**src/rtl/icon_anim_ctrl_pkg.sv**
```systemverilog
// rtl/icon_anim_ctrl_pkg.sv - heading codes, FSM states and heading helpers for icon_anim_ctrl
package icon_pkg;

  localparam logic [2:0] HDG_N  = 3'd0;
  localparam logic [2:0] HDG_NE = 3'd1;
  localparam logic [2:0] HDG_E  = 3'd2;
  localparam logic [2:0] HDG_SE = 3'd3;
  localparam logic [2:0] HDG_S  = 3'd4;
  localparam logic [2:0] HDG_SW = 3'd5;
  localparam logic [2:0] HDG_W  = 3'd6;
  localparam logic [2:0] HDG_NW = 3'd7;

  typedef enum logic [1:0] {IDLE, WALK, TURN} state_t;

  // Sprite sheet rows are not stored in compass order.
  function automatic logic [2:0] hdg_to_row(input logic [2:0] hdg);
    case (hdg)
      HDG_N:   return 3'd1;
      HDG_NE:  return 3'd7;
      HDG_E:   return 3'd3;
      HDG_SE:  return 3'd5;
      HDG_S:   return 3'd0;
      HDG_SW:  return 3'd4;
      HDG_W:   return 3'd2;
      default: return 3'd6;
    endcase
  endfunction

  // Returns +1 or -1 as a 3-bit addend; a half-turn (d == 4) goes clockwise.
  function automatic logic [2:0] turn_step(input logic [2:0] cur, input logic [2:0] target);
    logic [2:0] d;
    d = target - cur;
    return (d >= 3'd1 && d <= 3'd4) ? 3'd1 : 3'd7;
  endfunction

endpackage

```
**src/rtl/icon_anim_ctrl_if.sv**
```systemverilog
// rtl/icon_anim_ctrl_if.sv - BotInfo in, shadowed sprite coordinates out
interface icon_anim_ctrl_if;
  logic [7:0] botinfo;
  logic       frame_start;
  logic [2:0] frame_row;
  logic [1:0] frame_col;
  logic       turning;

  modport master (output botinfo, frame_start, input frame_row, frame_col, turning);
  modport slave  (input botinfo, frame_start, output frame_row, frame_col, turning);
endinterface

```
**src/rtl/icon_anim_ctrl_tick_timer.sv**
```systemverilog
// rtl/icon_anim_ctrl_tick_timer.sv - reloadable down-counter with a one-cycle expire pulse
module anim_tick_timer #(
  parameter int CNT_W = 32,
  parameter int TICKS = 8
) (
  input  logic clk,
  input  logic reset,
  input  logic i_run,
  input  logic i_reload,
  output logic o_expire
);

  localparam logic [CNT_W-1:0] RELOAD = CNT_W'(TICKS - 1);

  logic [CNT_W-1:0] r_cnt;

  // An explicit reload suppresses the expire pulse in the same cycle.
  assign o_expire = i_run && !i_reload && (r_cnt == '0);

  always_ff @(posedge clk) begin
    if (reset || i_reload || o_expire) begin
      r_cnt <= RELOAD;
    end else if (i_run) begin
      r_cnt <= r_cnt - 1'b1;
    end
  end

endmodule

```
**src/rtl/icon_anim_ctrl.sv**
```systemverilog
// rtl/icon_anim_ctrl.sv - walk-cycle, idle pose and stepped turning for the Rojobot sprite icon
module icon_anim_ctrl
  import icon_pkg::*;
#(
  parameter int ANIM_TICKS = 8_000_000,
  parameter int TURN_TICKS = 2_000_000,
  parameter int CNT_W      = 32
) (
  input  logic              clk,
  input  logic              reset,
  icon_anim_ctrl_if.slave   bus
);

  state_t     r_state, w_state_next;
  logic [2:0] r_cur_hdg, w_hdg_next;
  logic [1:0] r_live_col, w_col_next;
  logic       r_dir_up, w_dir_next;
  logic [2:0] r_row;
  logic [1:0] r_col;
  logic       r_turning;

  logic       w_moving, w_match;
  logic [2:0] w_target;
  logic       w_anim_reload, w_turn_reload, w_anim_expire, w_turn_expire;
  logic       w_unused_bit;

  assign w_moving     = |bus.botinfo[7:4];
  assign w_target     = bus.botinfo[2:0];
  assign w_match      = (w_target == r_cur_hdg);
  assign w_unused_bit = bus.botinfo[3];

  // Counters only run while their state is actively stepping; any exit reloads them.
  assign w_anim_reload = !(r_state == WALK && w_match && w_moving);
  assign w_turn_reload = !(r_state == TURN && !w_match);

  anim_tick_timer #(.CNT_W(CNT_W), .TICKS(ANIM_TICKS)) u_anim_timer (
    .clk      (clk),
    .reset    (reset),
    .i_run    (r_state == WALK),
    .i_reload (w_anim_reload),
    .o_expire (w_anim_expire)
  );

  anim_tick_timer #(.CNT_W(CNT_W), .TICKS(TURN_TICKS)) u_turn_timer (
    .clk      (clk),
    .reset    (reset),
    .i_run    (r_state == TURN),
    .i_reload (w_turn_reload),
    .o_expire (w_turn_expire)
  );

  always_comb begin
    w_state_next = r_state;
    w_hdg_next   = r_cur_hdg;
    w_col_next   = r_live_col;
    w_dir_next   = r_dir_up;
    case (r_state)
      IDLE: begin
        w_col_next = 2'd1;
        if (!w_match) begin
          w_state_next = TURN;
        end else if (w_moving) begin
          w_state_next = WALK;
        end
      end
      WALK: begin
        if (!w_match) begin
          w_state_next = TURN;
          w_col_next   = 2'd1;
        end else if (!w_moving) begin
          w_state_next = IDLE;
          w_col_next   = 2'd1;
          w_dir_next   = 1'b1;
        end else if (w_anim_expire) begin
          w_col_next = r_dir_up ? (r_live_col + 2'd1) : (r_live_col - 2'd1);
          // Ping-pong: reverse at either end of the 0..2 column range.
          if (w_col_next == 2'd2) begin
            w_dir_next = 1'b0;
          end else if (w_col_next == 2'd0) begin
            w_dir_next = 1'b1;
          end
        end
      end
      TURN: begin
        w_col_next = 2'd1;
        if (w_match) begin
          w_state_next = w_moving ? WALK : IDLE;
        end else if (w_turn_expire) begin
          w_hdg_next = r_cur_hdg + turn_step(r_cur_hdg, w_target);
        end
      end
      default: begin
        w_state_next = IDLE;
      end
    endcase
  end

  always_ff @(posedge clk) begin
    if (reset) begin
      r_state    <= IDLE;
      r_cur_hdg  <= HDG_N;
      r_live_col <= 2'd1;
      r_dir_up   <= 1'b1;
      r_row      <= hdg_to_row(HDG_N);
      r_col      <= 2'd1;
      r_turning  <= 1'b0;
    end else begin
      r_state    <= w_state_next;
      r_cur_hdg  <= w_hdg_next;
      r_live_col <= w_col_next;
      r_dir_up   <= w_dir_next;
      r_turning  <= (w_state_next == TURN);
      // Shadow copy uses pre-update values so the renderer never sees a mid-frame change.
      if (bus.frame_start) begin
        r_row <= hdg_to_row(r_cur_hdg);
        r_col <= r_live_col;
      end
    end
  end

  assign bus.frame_row = r_row;
  assign bus.frame_col = r_col;
  assign bus.turning   = r_turning;

endmodule

```
**src/flat_wrapper.sv**
```systemverilog
// flat-port wrapper written by rule: the top's interface ports become plain ports
module icon_anim_ctrl_flat import icon_pkg::*;
#(
  parameter int ANIM_TICKS = 8_000_000,
  parameter int TURN_TICKS = 2_000_000,
  parameter int CNT_W      = 32
)
  (clk, reset, bus_botinfo, bus_frame_start, bus_frame_row, bus_frame_col, bus_turning);
  icon_anim_ctrl_if bus_i ();
  input  logic clk;
  input  logic reset;
  input wire logic [$bits(bus_i.botinfo)-1:0] bus_botinfo;
  input wire logic [$bits(bus_i.frame_start)-1:0] bus_frame_start;
  output wire logic [$bits(bus_i.frame_row)-1:0] bus_frame_row;
  output wire logic [$bits(bus_i.frame_col)-1:0] bus_frame_col;
  output wire logic [$bits(bus_i.turning)-1:0] bus_turning;
  assign bus_i.botinfo = bus_botinfo;
  assign bus_i.frame_start = bus_frame_start;
  assign bus_frame_row = bus_i.frame_row;
  assign bus_frame_col = bus_i.frame_col;
  assign bus_turning = bus_i.turning;
  icon_anim_ctrl #(.ANIM_TICKS(ANIM_TICKS), .TURN_TICKS(TURN_TICKS), .CNT_W(CNT_W)) u_core (.clk(clk), .reset(reset), .bus(bus_i));
endmodule
```
**config.mk**
```make
export PLATFORM = sky130hd
export DESIGN_NAME = icon_anim_ctrl_flat
export DESIGN_NICKNAME = d
export VERILOG_FILES = /design/src/rtl/icon_anim_ctrl_pkg.sv /design/src/rtl/icon_anim_ctrl_if.sv /design/src/rtl/icon_anim_ctrl_tick_timer.sv /design/src/rtl/icon_anim_ctrl.sv /design/src/flat_wrapper.sv
export SDC_FILE = /design/constraint.sdc
export NUM_CORES = 1
export LEC_CHECK = 0
export BUFFER_PORTS_ARGS = -buffer_cell sky130_fd_sc_hd__buf_2
export CAP_MARGIN = 5
export CORE_ASPECT_RATIO = 1.4
export CORE_UTILIZATION = 45
export DETAILED_ROUTE_END_ITERATION = 8
export PLACE_DENSITY = 0.66
export SLEW_MARGIN = 20
export SYNTH_ARGS = -nofsm -noshare
export SYNTH_HDL_FRONTEND = slang
export SYNTH_SLANG_ARGS = --single-unit
```
**constraint.sdc**
```tcl
create_clock -name clk -period 4.1 [get_ports clk]
set_input_delay 0.205 -clock clk [delete_from_list [all_inputs] [get_ports clk]]
set_output_delay 0.205 -clock clk [all_outputs]
set_load 0.05 [all_outputs]
```
==> metrics.txt <==
Post-Route WL=7.405 mm; Seq/Total Area, Yosys=42.26%; Post-Syn Area per Cell=8.714 um^2; CTS resizes=0; grt total ovfl=0; row count=38; pwr/cell area=354.6 nW/um^2; global-route wire length before repair=13.13 mm; Finished Layout Cells=547; IO Pins=17; Ant. Diodes=0; clock skew=8.826 ps; P_leak=1.420 nW; H-tree depth=3; Synth Area in Compound Gates=between 6 and 7%; Crit path arrival time=2980 ps; Clock Sinks=78; GRT Overall Usage=19.72%; crit end category=register; hold slack final=about 150 ps; status=finished, final reports clean; largest family of logic cells by synthesized area=simple AND/OR/NAND/NOR gates; Reg clk slew, reported paths=70 ps; height of the die=~110 um; placed cell count=between 500 and 600; final count of hold timing violations=0; setup repair bufs after CTS=0; Routed Antenna Nets=0; ys flop type=dfxtp_1; Synth Area in XOR/XNOR=14.22%; Clock Root Buffer=clkbuf_8; mux share of post-synthesis cell area=1.084%; fin crit share=67.00%; Die X=78.58 um; fraction of layout instances using a drive strength above 1=10.51%; Worst-Margin Slew=884.1 ps; final setup fails=0; Power Total=0.001455 W; Vias=2959; CP max FO=17; Post-Syn Area=3695 um^2; Multi-input gate area=a little over 2000 um^2; First-pass DRT Iterations=4; met1 Track Usage GR=20.28%; Crit path required time=between 4000 and 5000 ps; Yosys reg bits=78; Clock Latency Late Sink=370 ps; setup TNS=0 ps; CP Class=register to register; CP max stage delay=760 ps; Top Usage Layer GRT=met2; Post-synth EDFFs=0; Initial Util=47.10%; initial antenna violation count=0; Synth-to-Final Area Change=11.01%; die area=8582 um^2; Worst slew margin=roughly 40%; core area=approximately 7800 um^2; Mapped Cells=424; Num CTS Buffers=9; max-cap violations=0; initial drt markers=72; vias in the first global route=2969; drt drc=0; mean routed wirelength per cell=approximately 14 um; unrepaired setup endpoints after global routing=false; Startpoint Class=register; met2 usage=37.08%; fillcell total=741; Max VDD drop=0.2346 mV; Fmax=364.1 MHz; CTS tree=built; Yosys cell types=49; Pins Over Slew Limit=0; met3 Track Usage GR=~3.0%; post-synthesis simple-gate area fraction=29.60%; post-synthesis net count=444; CP Cell Sequence=or4_1, nor4_1, nand4_1, nand2_1, nor2_1; yosys warns=0; vias per std cell=about 5.4; GP Congestion=0.7847; fin crit period=2747 ps; Post-Synth Adder-Cell Area=3.454%; Worst Hold Class=primary input to register; Max clock buf depth=2; CTS Hold Bufs=0; Register Area=1562 um^2; Layout Nets=462; slowest CP cell=nor4_1; largest net degree at the start of global routing=18; Detailed Place HPWL=roughly 5.3 mm; FFs w/ async S/R, synth=0%; buffers added on ports=15
==> state kept, by name, indices dropped and copies added, names as in the netlist <==
name	count
u_core.bus.frame_col	2
u_core.u_anim_timer.r_cnt	32
u_core.r_live_col	2
u_core.bus.turning	1
u_core.bus.frame_row	3
u_core.r_cur_hdg	3
u_core.u_turn_timer.r_cnt	32
u_core.r_state	2
u_core.r_dir_up	1
==> final cells by class <==
cell class,instances,area share (%)
well taps,100,3.051
flip-flops and latches,78,38.07
repair buffers,21,2.929
clock inverters,4,1.708
inverters,11,1.007
clock buffers,12,3.539
multi-input cells,321,49.69
==> final timing paths <==
path | from | to | slack, ps | cells past startpoint
worst min register to register | u_core.u_turn_timer.r_cnt[15]$_SDFFE_PP1N_ | u_core.u_turn_timer.r_cnt[15]$_SDFFE_PP1N_ | 490 | 2
worst max register to register | u_core.u_turn_timer.r_cnt[7]$_SDFFE_PP0N_ | u_core.u_turn_timer.r_cnt[9]$_SDFFE_PP0N_ | 1350 | 5
worst max-delay path | u_core.u_turn_timer.r_cnt[7]$_SDFFE_PP0N_ | u_core.u_turn_timer.r_cnt[9]$_SDFFE_PP0N_ | 1350 | 5
worst min-delay path | bus_frame_start | u_core.bus.frame_row[1]$_SDFFE_PP0P_ | 150 | 2
==> cells in the mapped netlist (8+ instances only) <==
cell type | instances | share of area, %
xnor2_1 | 31 | 7.3
nor4_1 | 18 | 3.0
xor2_1 | 29 | 6.9
clkbuf_1 | 13 | 1.3
a21oi_1 | 11 | 1.5
dfxtp_1 | 78 | 42
nor3_1 | 17 | 2.3
o21ai_0 | 8 | 1.1
inv_1 | 11 | 1.1
nand2_1 | 40 | 4.1
nand4_1 | 12 | 2.0
nor2_1 | 61 | 6.2
or4_1 | 10 | 2.0
==> placed cells by master (no fill, tap or decap), types with 2 or more instances in the layout <==
master / netlist / routed
or4_1: 10 / 10
xnor2_1: 31 / 31
a311oi_1: 2 / 2
or2_2: 5 / 5
xor2_1: 29 / 29
nor2b_1: 5 / 5
bufinv_16: 0 / 2
clkbuf_8: 0 / 10
a21oi_1: 11 / 11
ha_1: 7 / 7
and3_1: 3 / 3
inv_1: 11 / 11
nand4b_1: 4 / 4
nor4b_1: 2 / 2
a211oi_1: 2 / 2
mux2i_1: 4 / 4
nor2_1: 61 / 61
clkinv_2: 0 / 2
a31oi_1: 3 / 3
or3_1: 7 / 7
nand3b_1: 4 / 4
buf_2: 1 / 15
a31o_2: 2 / 2
nand3_1: 6 / 6
o211ai_1: 3 / 3
nand2_1: 40 / 40
nor3_1: 17 / 17
o21ai_0: 8 / 8
fa_1: 2 / 2
nand4_1: 12 / 12
dfxtp_1: 78 / 78
nor4_1: 18 / 18
buf_4: 0 / 6
nand2b_1: 5 / 5
clkbuf_1: 13 / 2
==> per-layer routing <==
metal,vias to the layer above,share of wire [%]
li1,1524,-
met1,1399,43
met2,24,53
met3,12,2.0
met4,0,2.4
met5,-,0
==> where the power goes <==
group          internal, W  switching (W)
clock             0.000358       0.000278
sequential        0.000762     0.00000497
combinational    0.0000190      0.0000323
==> logic make-up after synthesis <==
kind of cell | after synthesis
buffers and inverters | 25
muxes | 4
AOI/OAI and AO/OA | 39
and+or+nand+nor | 209
adders and majority gates | 9
xor gates and xnor gates | 60
DFF | 78
==> metrics by stage <==
step | util, % | setup WS (ps) | area (um^2)
after CTS | 52.28 | 1367 | 4101
after floorplan | - | 1706 | 3695
final | 52.28 | 1353 | 4101
after global placement | 49.54 | 1429 | 3886
after detailed placement | 49.54 | 1379 | 3886
after global routing | 52.28 | 1163 | 4101
==> critical path, delay by kind of cell, from the launching register on <==
kind | cells | cell delay [ps]
DFF | 1 | 340
and+or+nand+nor | 5 | 2260
No activity file was read; power rests on OpenSTA's default activity.
